--- src/rtl/uart_sfifo_fwft.sv ---
// Show-ahead synchronous FIFO for the UART datapaths: RAM with registered read,
// a one-word prefetch stage and an output register so pops can run every cycle.
module uart_sfifo_fwft #(
  parameter int DATA_BIT   = 8,
  parameter int ADDR_BIT   = 4,
  parameter int AFULL_LVL  = (2 ** ADDR_BIT) - 2,
  parameter int AEMPTY_LVL = 2
) (
  input  logic                clk,
  input  logic                reset,
  input  logic                flush,
  input  logic [DATA_BIT-1:0] w_data,
  input  logic                w_valid,
  output logic                w_ready,
  output logic [DATA_BIT-1:0] r_data,
  output logic                r_valid,
  input  logic                r_ready,
  output logic [ADDR_BIT:0]   count_out,
  output logic                empty,
  output logic                full,
  output logic                almost_full,
  output logic                almost_empty,
  output logic                overflow
);

  localparam int                DEPTH    = 1 << ADDR_BIT;
  localparam logic [ADDR_BIT:0] DEPTH_C  = (ADDR_BIT + 1)'(DEPTH);
  localparam logic [ADDR_BIT:0] AFULL_C  = (ADDR_BIT + 1)'(AFULL_LVL);
  localparam logic [ADDR_BIT:0] AEMPTY_C = (ADDR_BIT + 1)'(AEMPTY_LVL);

  logic [DATA_BIT-1:0] mem [DEPTH];
  logic [ADDR_BIT-1:0] wr_ptr;
  logic [ADDR_BIT-1:0] rd_ptr;
  logic [DATA_BIT-1:0] mid_data;
  logic                mid_valid;
  logic [ADDR_BIT:0]   count_q;
  logic [ADDR_BIT:0]   in_flight;
  logic [ADDR_BIT:0]   ram_words;
  logic                push;
  logic                pop;
  logic                out_load;
  logic                rd_issue;

  assign count_out    = count_q;
  assign empty        = (count_q == '0);
  assign full         = (count_q == DEPTH_C);
  assign almost_full  = (count_q >= AFULL_C);
  assign almost_empty = (count_q <= AEMPTY_C);
  assign w_ready      = ~full;

  assign push = w_valid & w_ready;
  assign pop  = r_valid & r_ready;

  // count_q covers RAM words plus those already in the prefetch/output stages,
  // so the difference is what is still unread in the RAM.
  assign in_flight = {{ADDR_BIT{1'b0}}, r_valid} + {{ADDR_BIT{1'b0}}, mid_valid};
  assign ram_words = count_q - in_flight;
  assign out_load  = mid_valid & (~r_valid | r_ready);
  assign rd_issue  = (ram_words != '0) & (~mid_valid | out_load);

  always_ff @(posedge clk) begin
    if (push && !flush && !reset) begin
      mem[wr_ptr] <= w_data;
    end
  end

  always_ff @(posedge clk) begin
    if (reset) begin
      wr_ptr    <= '0;
      rd_ptr    <= '0;
      count_q   <= '0;
      mid_data  <= '0;
      mid_valid <= 1'b0;
      r_data    <= '0;
      r_valid   <= 1'b0;
      overflow  <= 1'b0;
    end else if (flush) begin
      wr_ptr    <= '0;
      rd_ptr    <= '0;
      count_q   <= '0;
      mid_valid <= 1'b0;
      r_valid   <= 1'b0;
      overflow  <= 1'b0;
    end else begin
      if (push) begin
        wr_ptr <= wr_ptr + 1'b1;
      end
      if (rd_issue) begin
        mid_data <= mem[rd_ptr];
        rd_ptr   <= rd_ptr + 1'b1;
      end
      mid_valid <= rd_issue | (mid_valid & ~out_load);
      if (out_load) begin
        r_data <= mid_data;
      end
      r_valid <= out_load | (r_valid & ~r_ready);
      case ({push, pop})
        2'b10:   count_q <= count_q + 1'b1;
        2'b01:   count_q <= count_q - 1'b1;
        default: count_q <= count_q;
      endcase
      if (w_valid && full) begin
        overflow <= 1'b1;
      end
    end
  end

endmodule

--- config.mk ---
export PLATFORM = sky130hd
export DESIGN_NAME = uart_sfifo_fwft
export DESIGN_NICKNAME = d
export VERILOG_FILES = /design/src/rtl/uart_sfifo_fwft.sv
export SDC_FILE = /design/constraint.sdc
export NUM_CORES = 1
export LEC_CHECK = 0
export CAP_MARGIN = 40
export CELL_PAD_IN_SITES_DETAIL_PLACEMENT = 1
export CELL_PAD_IN_SITES_GLOBAL_PLACEMENT = 1
export CORE_UTILIZATION = 55
export CTS_BUF_LIST = sky130_fd_sc_hd__clkbuf_16
export DETAILED_ROUTE_END_ITERATION = 7
export PLACE_DENSITY_LB_ADDON = 0.1
export SYNTH_ARGS = -nofsm -noshare
export SYNTH_HDL_FRONTEND = slang
export SYNTH_SLANG_ARGS = --single-unit
--- constraint.sdc ---
create_clock -name clk -period 5.2 [get_ports clk]
set_input_delay 1.04 -clock clk [delete_from_list [all_inputs] [get_ports clk]]
set_output_delay 1.04 -clock clk [all_outputs]
set_load 0.005 [all_outputs]
==> impl_metrics.toml <==
[status]
status = "finished, violations left"
violations = "DRC"

[clock_network]
cts_setup_buffers = 0
ctsHoldBuffers = 0
cts_buffers = 17
clkLatencyLatePin_ns = 0.42
cts.path.max_buffers = 2
cts_tree = "yes"
post_cts_resized = 0
cts-root-buf = "clkbuf_16"
h-tree-depth = 4
clk_pin_slew_ns = 0.06
clock-sinks = 160

[placement]
place_hpwl_um = 9300
place_area_um2 = 6980
gp_congestion = 0.796
pre_cts_slack_ns = 1.26
port_buffers = 32

[global_route]
grt_pass1_vias = 3761
gr-usage-all-layers_pct = 25.0
antenna_found_initial = 0
grt_first_pass_wirelength_um = 21800
grt_overflow = 0
grt_max_degree = 27

[logic_synthesis]
synthesis.area_um2 = 6530
synthesis.yosys.warnings = 0
synth_edf_count = 128
yosysUniqueCellTypes = 45
async_flop_share_pct = 0
synth_cells = 418
syn-num-nets = 445
synthFlopType = "edfxtp_1"
syn_avg_cell_area_um2 = 15.6
ys_ff_latch = 160
synth-seq-area-share_pct = 68.6

[final_layout]
syn2layout_area_growth_pct = 15.3
fin_area_um2 = 7530
seq_area_um2 = 4490
drive_above_1_share_pct = 14.4
num-nets-final = 480
n_antenna_cell = 0
fill_cells = 1026
final_common_cell = "edfxtp_1"
multi_input_area_um2 = 1920
final_cell_mix = "edfxtp_1, nor2_1, mux2i_1"

[worst_setup_path]
r2r-end = "count_out[4]"
timing.critical_path.arrival_ns = 3.90
cp-end-kind = "flip-flop"
crit_path_start_kind = "input pin"
reg2regPathDepth = 10
criticalPathCategory = "in -> reg"
r2r-start = "count_out[1]"
cp-startpoint = "w_valid"
path_max_fanout = 9
worstPathRequired_ns = 5.55
rrSetupSlack_ns = 2.07

[sta]
timing.setup.tns_ns = 0
slew_headroom_pct = 42.8
setup_slack_ns = 1.65
min_period_ns = 3.55
maxSlewViolCount = 0
fin_skew_ns = 0.00576
timing.final.crit_share_pct = 68.3
finalSetupViolCount = 0
fmax_ghz = 0.281
hold_viol_final = 0
holdWs_ns = 0.480
worst_slew_pin_slew_ns = 0.855
rsz0062_at_grt = "false"

[worst_hold_path]
hold_depth = 2
hold_path.startpoint = "overflow"
holdPathEnd = "overflow"
hp-class = "reg -> reg"

[power_and_ir_drop]
peakVddDrop_uv = 294
power_density_nw_per_um2 = 371
p_leak_nw = 2.40
finalPower_mw = 2.80

[job]
cap_violations = 0

[routing]
ant_nets = 0
wl_um = 14200
drcViolationCount = 4
wl_per_cell_um = 23.3
first_iter_violations = 332
dr.pass1.iters = 6
vias_per_cell = 5.95
vias = 3624

[die]
core_area_um2 = 11500
die_area_um2 = 12300
die_h_um = 111
row_count = 39
start_util_pct = 56.7
ios = 33
dieWidth_um = 111
[layer usage]
metal	up-vias	global-route usage, %	share of wire, %
li1	1662	-	-
met1	1824	33.1	43
met2	116	38.6	49
met3	22	7.65	6.2
met4	0	10.2	2.3
met5	-	0	0
[worst max-delay path by stage]
stage                         to  depth (start not counted)  slack, ns
finish              count_out[4]                         10       1.65
global route        count_out[4]                         10       1.45
CTS                 count_out[4]                         10       1.68
detailed placement  count_out[4]                         10       1.26
global placement    count_out[4]                         10       1.39
floorplan           count_out[4]                          9       2.05
[synthesized netlist by cell type, types with 2 or more instances]
cell	instances	area share, %
mux2_2	7	1.2
buf_2	7	0.54
a311oi_1	5	0.67
xnor2_1	5	0.67
edfxtp_1	128	59
o221ai_1	7	0.94
o2111ai_1	7	0.94
a311oi_2	2	0.46
fa_1	2	0.61
ha_1	12	2.3
xor2_1	5	0.67
nor2b_1	5	0.48
and2_1	3	0.29
buf_1	3	0.17
a21oi_1	16	1.2
mux2i_1	35	5.4
nor2_1	52	3.0
inv_1	9	0.52
dfxtp_1	32	9.8
mux4_2	18	6.2
nand2_1	24	1.4
clkbuf_1	11	0.63
[through the flow]
stage | utilization (%) | instances
floorplan | - | 418
global placement | 60.5 | 576
detailed placement | 60.6 | 577
CTS | 65.4 | 609
global route | 65.4 | 609
finish | 65.4 | 609
[area by class of cell]
class | instances | share of cell area [%]
Sequential cell | 160 | 59.5
Multi-Input combinational cell | 227 | 25.4
Tap cell | 143 | 2.38
Clock buffer | 17 | 5.65
Clock inverter | 15 | 1.71
Timing Repair Buffer | 38 | 4.85
Inverter | 9 | 0.448
[power breakdown]
group          switching [mW]  internal [mW]
registers              0.0224           1.40
clock network           0.469          0.693
logic                   0.117         0.0911
[logic make-up after synthesis]
| logic type | after synthesis | share of synthesized area [%] |
|---|---|---|
| DFF | 160 | 68.6 |
| buffers and inverters | 31 | 2.03 |
| muxes | 60 | 12.8 |
| AOI/OAI and AO/OA | 47 | 5.59 |
| adders and majority gates | 14 | 2.91 |
| and+or+nand+nor | 96 | 6.70 |
| xor gates and xnor gates | 10 | 1.34 |
[flip-flops by register name, summed over array words and instances, names as in the netlist]
signal	flops
mid_data	8
r_data	8
count_out	5
rd_ptr	4
mid_valid	1
mem	128
overflow	1
r_valid	1
wr_ptr	4
[worst max-delay path: stages]
cell and delay [ns]:
clkdlybuf4s50_1 0.48, a21boi_1 0.57, inv_1 0.10, ha_1 0.27
ha_1 0.32, nor2b_1 0.16, o21ai_0 0.20, a21oi_1 0.12
or4_1 0.48, a21oi_1 0.16
Note: power is estimated with default switching activity, not from simulation.
